### config.mk
export PLATFORM = sky130hd
export DESIGN_NAME = accumulator_unit
export DESIGN_NICKNAME = d
export VERILOG_FILES = /design/src/rtl/accumulator_pkg.sv /design/src/rtl/acc_alu.sv /design/src/rtl/accumulator_unit.sv
export SDC_FILE = /design/constraint.sdc
export NUM_CORES = 1
export LEC_CHECK = 0
export CORE_ASPECT_RATIO = 0.75
export CORE_MARGIN = 3
export CORE_UTILIZATION = 30
export DETAILED_ROUTE_END_ITERATION = 10
export GPL_ROUTABILITY_DRIVEN = 1
export GPL_TIMING_DRIVEN = 0
export PLACE_DENSITY = 0.53
export SETUP_SLACK_MARGIN = 0.2
export SLEW_MARGIN = 20
export SYNTH_ARGS = -nofsm -noshare
export SYNTH_HDL_FRONTEND = slang
export SYNTH_SLANG_ARGS = --single-unit
### constraint.sdc
create_clock -name MainClock -period 2.6 [get_ports MainClock]
set_input_delay 0.52 -clock MainClock [delete_from_list [all_inputs] [get_ports MainClock]]
set_output_delay 0.52 -clock MainClock [all_outputs]
set_load 0.005 [all_outputs]
### src/rtl/accumulator_pkg.sv
// accumulator_pkg: shared types and helpers for the accumulator unit.
// Rev 1.0
`default_nettype none

package accumulator_pkg;

  typedef enum logic [2:0] {
    OP_HOLD = 3'd0,
    OP_LOAD = 3'd1,
    OP_ADD  = 3'd2,
    OP_SUB  = 3'd3,
    OP_INC  = 3'd4,
    OP_DEC  = 3'd5,
    OP_SHLN = 3'd6,
    OP_SHRN = 3'd7
  } op_t;

  typedef enum logic [0:0] {
    ST_IDLE     = 1'b0,
    ST_SHIFTING = 1'b1
  } ctrl_state_t;

  // Requests longer than the word just empty it, so saturate at the width.
  function automatic int unsigned shift_clamp(input int unsigned amt, input int unsigned width);
    return (amt > width) ? width : amt;
  endfunction

endpackage

`default_nettype wire

### src/rtl/acc_alu.sv
// acc_alu: combinational next-state arithmetic for the single-cycle accumulator ops.
// Rev 1.0
`default_nettype none

module acc_alu
  import accumulator_pkg::*;
#(
  parameter int WIDTH = 4
) (
  input  logic [WIDTH-1:0] acc,
  input  logic [WIDTH-1:0] din,
  input  op_t              op,
  output logic [WIDTH-1:0] acc_next,
  output logic             carry_next,
  output logic             ovf_next
);

  localparam int MSB = WIDTH - 1;

  always_comb begin
    acc_next   = acc;
    carry_next = 1'b0;
    ovf_next   = 1'b0;
    case (op)
      OP_LOAD: acc_next = din;
      OP_ADD: begin
        {carry_next, acc_next} = {1'b0, acc} + {1'b0, din};
        ovf_next = (acc[MSB] == din[MSB]) && (acc_next[MSB] != acc[MSB]);
      end
      OP_SUB: begin
        // The extra top bit of the widened difference is the unsigned borrow.
        {carry_next, acc_next} = {1'b0, acc} - {1'b0, din};
        ovf_next = (acc[MSB] != din[MSB]) && (acc_next[MSB] != acc[MSB]);
      end
      OP_INC: begin
        {carry_next, acc_next} = {1'b0, acc} + (WIDTH + 1)'(1);
        ovf_next = (acc == {1'b0, {(WIDTH - 1){1'b1}}});
      end
      OP_DEC: begin
        acc_next   = acc - WIDTH'(1);
        carry_next = (acc == '0);
        ovf_next   = (acc == {1'b1, {(WIDTH - 1){1'b0}}});
      end
      default: begin
        acc_next   = acc;
        carry_next = 1'b0;
        ovf_next   = 1'b0;
      end
    endcase
  end

endmodule

`default_nettype wire

### src/rtl/accumulator_unit.sv
// accumulator_unit: WIDTH-bit accumulator with arithmetic ops, flags and a
// Busy/Done handshake for multi-cycle logical shifts. Rev 1.0
`default_nettype none

module accumulator_unit
  import accumulator_pkg::*;
#(
  parameter int              WIDTH       = 4,
  parameter logic [WIDTH-1:0] RESET_VALUE = '0,
  localparam int             SW          = $clog2(WIDTH + 1)
) (
  input  logic             MainClock,
  input  logic             ClearN,
  input  logic             Latch,
  input  logic [2:0]       Op,
  input  logic [WIDTH-1:0] Din,
  input  logic [SW-1:0]    ShAmt,
  output logic [WIDTH-1:0] Acc,
  output logic             Carry,
  output logic             Overflow,
  output logic             Zero,
  output logic             Busy,
  output logic             Done
);

  ctrl_state_t      state, state_next;
  logic [SW-1:0]    shift_cnt;
  logic             shift_left;
  op_t              cmd;
  logic             accept;
  logic             is_shift;
  logic [SW-1:0]    shift_k;
  logic [WIDTH-1:0] alu_acc;
  logic             alu_carry;
  logic             alu_ovf;

  assign cmd      = op_t'(Op);
  assign accept   = Latch && (state == ST_IDLE);
  assign is_shift = (cmd == OP_SHLN) || (cmd == OP_SHRN);
  assign shift_k  = SW'(shift_clamp(32'(ShAmt), WIDTH));

  assign Zero = (Acc == '0);
  assign Busy = (state == ST_SHIFTING);

  acc_alu #(.WIDTH(WIDTH)) u_alu (
    .acc        (Acc),
    .din        (Din),
    .op         (cmd),
    .acc_next   (alu_acc),
    .carry_next (alu_carry),
    .ovf_next   (alu_ovf)
  );

  always_ff @(posedge MainClock or negedge ClearN) begin
    if (!ClearN) state <= ST_IDLE;
    else         state <= state_next;
  end

  always_comb begin
    state_next = state;
    case (state)
      ST_IDLE:     if (accept && is_shift && (shift_k != '0)) state_next = ST_SHIFTING;
      ST_SHIFTING: if (shift_cnt == SW'(1)) state_next = ST_IDLE;
      default:     state_next = ST_IDLE;
    endcase
  end

  always_ff @(posedge MainClock or negedge ClearN) begin
    if (!ClearN) begin
      Acc        <= RESET_VALUE;
      Carry      <= 1'b0;
      Overflow   <= 1'b0;
      Done       <= 1'b0;
      shift_cnt  <= '0;
      shift_left <= 1'b0;
    end else begin
      Done <= 1'b0;
      if (accept) begin
        case (cmd)
          OP_LOAD, OP_ADD, OP_SUB, OP_INC, OP_DEC: begin
            Acc      <= alu_acc;
            Carry    <= alu_carry;
            Overflow <= alu_ovf;
            Done     <= 1'b1;
          end
          OP_SHLN, OP_SHRN: begin
            // Acc is left alone here; shifting starts on the following edge.
            shift_cnt  <= shift_k;
            shift_left <= (cmd == OP_SHLN);
            if (shift_k == '0) Done <= 1'b1;
          end
          default: Done <= 1'b1;
        endcase
      end else if (state == ST_SHIFTING) begin
        if (shift_left) begin
          Acc   <= {Acc[WIDTH-2:0], 1'b0};
          Carry <= Acc[WIDTH-1];
        end else begin
          Acc   <= {1'b0, Acc[WIDTH-1:1]};
          Carry <= Acc[0];
        end
        shift_cnt <= shift_cnt - SW'(1);
        if (shift_cnt == SW'(1)) Done <= 1'b1;
      end
    end
  end

endmodule

`default_nettype wire

# Yosys cells after proc, flatten, opt, wreduce, memory -nomap -nowiden
# Cells that the tools add are included.
dict set report op_classes {
  addsub 5
  order_cmp 1
  n_eq_ne 17
  n_mux 23
  bitwise_logic 1
  n_reduce_logical 17
}
# operator count
set op_table {}
lappend op_table {{case mux 4 bit (5 select lines)} 1}
lappend op_table {{2-to-1 mux 4 bit} 4}
lappend op_table {{== test 3 bit, second input constant} 4}
lappend op_table {{2-to-1 mux 3 bit} 4}
lappend op_table {{2-to-1 mux 1 bit} 11}
lappend op_table {{case mux 1 bit (4 select lines)} 2}
lappend op_table {{AND reduction 2 bit} 4}
lappend op_table {{== test 3 x 1 -> 1 bit, second input constant} 2}
lappend op_table {{== test 3 x 2 -> 1 bit, second input constant} 2}
lappend op_table {{!= test 6 x 1 -> 1 bit, second input constant} 1}
lappend op_table {{adder 4 x 1 -> 5 bit, second input constant} 1}
lappend op_table {{adder 4 x 4 -> 5 bit} 1}
lappend op_table {{logical AND 1 bit} 5}
lappend op_table {{OR reduction 5 bit} 1}
lappend op_table {{subtractor 4 x 4 -> 5 bit} 1}
lappend op_table {{== test 4 x 3 -> 1 bit, second input constant} 1}
lappend op_table {{== test 4 bit, second input constant} 1}
lappend op_table {{logical NOT 4 bit} 1}
lappend op_table {{!= test 2 x 1 -> 1 bit, second input constant} 2}
lappend op_table {{subtractor 4 x 1 -> 4 bit, second input constant} 1}
lappend op_table {{greater-than comparator 3 bit, second input constant} 1}
lappend op_table {{logical NOT 3 bit} 1}
lappend op_table {{!= test 1 bit} 3}
lappend op_table {{AND reduction 3 bit} 1}
lappend op_table {{other kinds (8)} 8}
dict set report word_totals {
  regBits 12
  in_bits 13
  out_inout_bits 9
  word_cells 71
}

# Longest topological paths before layout
dict set report logic_depth {
  depth_word 6
  depth_mapped 9
  depth_no_buf 9
}

# Hierarchy
# A second synthesis with hierarchy kept.
dict set report unflattened {
  hier_cells 165
  hier_area_um2 1473.9
}
# module instances cells_each area_each_um2
set modules_own_cells {}
lappend modules_own_cells {acc_alu 1 99 743.2}
lappend modules_own_cells {accumulator_unit 1 66 730.7}

# Worst setup path after synthesis
# No wires, ideal clock.
dict set report synth_path {
  kind {input to register}
  start {input port Din[1]}
  end {register Acc[3]}
  setup_ps 120
  t_arrival_ps 1863
  required_time_ps 2480
  slack_ps 618
  stages 8
  n_path_buf 0
  path_cell_list {inv_1 ha_1 nor2b_1 o21ai_0 nand2b_1 a21oi_1 mux2_1 a31o_1}
}
dict set report synth_via {
  elab_chain_len 4
  word_cells_on_any_way 5
}
# element line
set synth_rtl {}
lappend synth_rtl {{start, declared} accumulator_unit.sv:16} ;# input logic [WIDTH-1:0] Din,
lappend synth_rtl {{subtractor 4 x 4 -> 5 bit / adder 4 x 4 -> 5 bit (equally long branches)} {acc_alu.sv:32, acc_alu.sv:27}}
lappend synth_rtl {{case mux 4 bit (5 select lines) *} acc_alu.sv:24} ;# case (op)
lappend synth_rtl {{2-to-1 mux 4 bit *} accumulator_unit.sv:79} ;# case (cmd)
lappend synth_rtl {{2-to-1 mux 4 bit *} accumulator_unit.sv:78} ;# if (accept) begin
lappend synth_rtl {{end signal, assigned} accumulator_unit.sv:81} ;# Acc <= alu_acc;
lappend synth_rtl {{end signal, assigned} accumulator_unit.sv:96} ;# Acc <= {Acc[WIDTH-2:0], 1'b0};
lappend synth_rtl {{end signal, assigned} accumulator_unit.sv:99} ;# Acc <= {1'b0, Acc[WIDTH-1:1]};
lappend synth_rtl {{end, declared} accumulator_unit.sv:18} ;# output logic [WIDTH-1:0] Acc,
# Mark *: on every way between the ends. The rest lies on a longest branch, timed or not. The select of a mux whose other input is x is not followed.
# A chain may end at the register's enable or synchronous reset.

# Worst setup path in the final report
dict set report layout_path {
  start {register Acc[0]}
  end {output port Zero}
}
dict set report layout_via {
  elab_chain_len 1
}
# element line
set layout_rtl {}
lappend layout_rtl {{logical NOT 4 bit} accumulator_unit.sv:42} ;# assign Zero = (Acc == '0);
lappend layout_rtl {{end, declared} accumulator_unit.sv:21} ;# output logic Zero,
# No other way between the ends.

==> run summary <==
* 0.707 nW — cell leakage power
* 10.4% — share of total power in the clock network
* 88.9% — period utilisation layout
* 162 — violation count after the first detailed-route iteration
* 4 — Pre-antenna DRT Iters
* 20 — total number of placement rows
* 20.2% — met2 global-route usage
* 13 — pin count of the biggest net entering global routing
* 64.1% — worst rel slew slack
* 23.7% — part of the power in registers
* sky130_fd_sc_hd__dfrtp_1 — most used flip-flop cell after synthesis
* 288 ps — final setup slack of the worst path
* met1 — global route hottest layer
* yes — setup repair after global routing missed its margin
* 21.5% — met1 usage
* 1790 ps — CP Data Arrival Time
* 1 — deepest level of the CTS H-tree
* 0.433 GHz — Max Clk Rate
* 32.0% — initial core utilization
* inv_1 -> ha_1 -> nand2_1 -> nor2_1 -> clkdlybuf4s50_1 — critical-path cell list
* 167 — Mapped Cells
* -202 ps — post-placement setup slack
* flip-flop to flip-flop — type of the tightest min-delay check
* buffers and inverters — top cell family by delay on the critical path
* 0 — number of enable flip-flop cells after synthesis
* 6110 um — wire length of the first global-routing pass
* 1330 um^2 — Post-Syn Area
* 5.21 — vias per inst
* 0.837 — routability-driven placement congestion ratio
* 22.6% — share of the yosys chip area belonging to registers
* yes — clock tree from TritonCTS
* 7.96 um^2 — mean instance size in the synthesized netlist
* 3 — number of buffers created by CTS
* 1,219 — vias in the first global route
* 44.9% — Sw Ratio
* 0.870 mW — cell internal power dissipation
* 50 ps — post-CTS clock slew at the launch and capture registers of the worst setup and hold paths
* 1.38 ps — clock skew after layout
* 47 — number of distinct standard cells referenced by the synthesized netlist
* 22 — I/O pin total
* 0 — count of yosys warnings during synthesis
* 0 — number of failing hold endpoints at the final stage
* 0.419 mV — Worst IR Drop VDD
* flip-flop to output port — CP Class
* flip-flop — startpoint class of the critical path
* 3560 um — DRT Wirelength
* 0 — antenna violations before repair
* 0 — n_diodes
* 0 — post-CTS setup buffers
* sky130_fd_sc_hd__clkdlybuf4s50_1 — critical-path cell with the highest stage delay
* 39.6% — Final Core Density
* 0 — total gr overflow
* 12 — CTS sink count
* 0 — Maximum Capacitance Violations
* 500 ps — Crit path largest cell delay
* 14.1% — All-Layer GR Usage
* 14.5 um — routed length per instance
* 449 — layout filler cell count
* sky130_fd_sc_hd__clkbuf_8 — root buffer selected by CTS
* 0 — ANT nets after route
* 0 — final count of negative-setup-slack endpoints
* 4150 um^2 — Core Region
* 100% — post-synthesis async set-or-reset flop share
* 82.9 um — DIE WIDTH
* 63.6 um — die span in y
* 0.708 mW — switching power total
* 2310 ps — final worst path period need
* 12 — post-synthesis register bit count
* 240 ps — source-to-sink clock delay at the later pin of the worst-skew pair
* 23.9% — layout-stage area growth over the synthesis result
* 7 — largest fanout on the critical path
* 958 nW/um^2 — power density cells
* 0 — drc violations
* 2 — Worst Path Buf+Inv
* 537 ps — Slew @ Worst Pin
* 300 um^2 — Register Area
* finished, final reports clean — outcome
* 65.8% — Logic pwr share
* 0 — Slew Limit Fails
* 1,277 — total via count after detailed routing
* 5270 um^2 — floorplan die area
* 195 — Synthesized Nets
* 220 — number of nets in the finished design
* 2820 um — post-detailed-placement half-perimeter wirelength
* 2080 ps — CP required
* output port — nature of the critical path endpoint
* 897 um^2 — area occupied by multi-input gates
* 11.1% — proportion of layout cells with a drive suffix above 1
* 3.66% — met3 track utilization from global routing
* 20 — count of buffers inserted at the top-level ports
* 2 — Max Root-Sink Buffers
layout by cell type (no fill, tap or decap), drive strengths merged, types with 4 or more instances in the layout:
| cell type | count |
|---|---|
| dfrtp | 12 |
| o21ai | 15 |
| inv | 17 |
| nand2b | 4 |
| nor2 | 18 |
| clkbuf | 4 |
| ha | 13 |
| a31oi | 4 |
| a21oi | 13 |
| nor2b | 5 |
| buf | 9 |
| clkdlybuf4s50 | 18 |
| nand2 | 13 |
state kept, by name, summed over array words and instances, names as in the netlist:
signal      count
Done            1
Busy            1
shift_left      1
Carry           1
Acc             4
shift_cnt       3
Overflow        1
cells in the mapped netlist (2+ instances only):
master / count / area [um^2]
sky130_fd_sc_hd__xor2_1: 2 / 17.5
sky130_fd_sc_hd__nand2_1: 13 / 48.8
sky130_fd_sc_hd__nand2b_1: 3 / 18.8
sky130_fd_sc_hd__buf_2: 5 / 25.0
sky130_fd_sc_hd__inv_1: 16 / 60.1
sky130_fd_sc_hd__mux2_2: 2 / 22.5
sky130_fd_sc_hd__o211ai_1: 3 / 22.5
sky130_fd_sc_hd__dfrtp_1: 12 / 300
sky130_fd_sc_hd__o311ai_0: 2 / 17.5
sky130_fd_sc_hd__fa_1: 2 / 40.0
sky130_fd_sc_hd__nand3_1: 2 / 10.0
sky130_fd_sc_hd__buf_6: 3 / 33.8
sky130_fd_sc_hd__o31ai_1: 3 / 22.5
sky130_fd_sc_hd__nor3_1: 2 / 10.0
sky130_fd_sc_hd__o21ai_0: 11 / 55.1
sky130_fd_sc_hd__xnor2_1: 3 / 26.3
sky130_fd_sc_hd__nor2_1: 18 / 67.6
sky130_fd_sc_hd__a21oi_1: 13 / 65.1
sky130_fd_sc_hd__o21ai_1: 4 / 20.0
sky130_fd_sc_hd__a31oi_1: 4 / 25.0
sky130_fd_sc_hd__mux2i_1: 2 / 20.0
sky130_fd_sc_hd__nor2b_1: 5 / 31.3
sky130_fd_sc_hd__ha_1: 13 / 163
power by group through the flow:
stage,clock network [mW],logic (mW),registers [mW]
2_1_floorplan,0,0.689,0.350
5_1_grt,0.180,1.18,0.389
4_1_cts,0.169,1.02,0.375
6_report,0.165,1.04,0.375
3_3_place_gp,0,1.00,0.369
3_5_place_dp,0,1.02,0.378
through the flow:
step	instance area, um^2	hold WS (ps)	TNS (ps)	total power, mW	instances
after floorplan	1330	224	0	1.04	167
final	1650	551	0	1.58	245
after global routing	1650	587	0	1.75	245
after global placement	1600	527	-251	1.37	242
after CTS	1640	553	0	1.57	245
after detailed placement	1600	540	-229	1.39	242
final cells by class:
class	count	share of cell area, %
multi-input cells	127	54.5
flip-flops and latches	12	18.2
repair buffers	20	12.2
plain buffers	10	4.26
well taps	55	4.18
inverters	18	4.10
clock buffers	3	2.51
layer usage:
metal / wire length [um] / share of wire [%]
met2: 1520 / 43
met5: 0 / 0
met3: 201 / 5.6
met4: 0 / 0
met1: 1840 / 52
final timing paths:
kind,start,end,slack [ps],cells after the start
max,Acc[0],Zero,290,5
min,shift_cnt[1],shift_cnt[1],550,2
max reg2reg,Acc[0],Acc[2],450,9
min reg2reg,shift_cnt[1],shift_cnt[1],550,2
max in group asynchronous,ClearN,Carry,1610,1
min in group asynchronous,ClearN,Acc[0],640,1
kinds of logic (layout without fill, tap and decap cells):
group | count (synthesis) | in the layout | synth area share, %
AO/OA/AOI/OAI | 53 | 53 | 26.3
AND/OR/NAND/NOR | 49 | 49 | 18.2
buffers and inverters | 28 | 51 | 10.4
adder cells (fa/ha/maj) | 15 | 15 | 15.3
flip-flops | 12 | 12 | 22.6
XOR/XNOR | 5 | 5 | 3.30
multiplexers | 5 | 5 | 4.05
what timing repair did:
action,in CTS,in global routing
endpoints found under the hold margin,0,0
resized for setup,1,5
pin swaps,0,1
setup endpoints to repair,2,3
hold buffers,0,0
worst register-to-register path: cells and delay by family (launching register included):
family / cells / cell delay (ps)
buf+inv: 2 / 280
fa+ha+maj: 2 / 620
flops: 1 / 480
xor+xnor: 1 / 140
compound gates: 3 / 470
mux: 1 / 80
No activity file was read; power rests on OpenSTA's default activity.
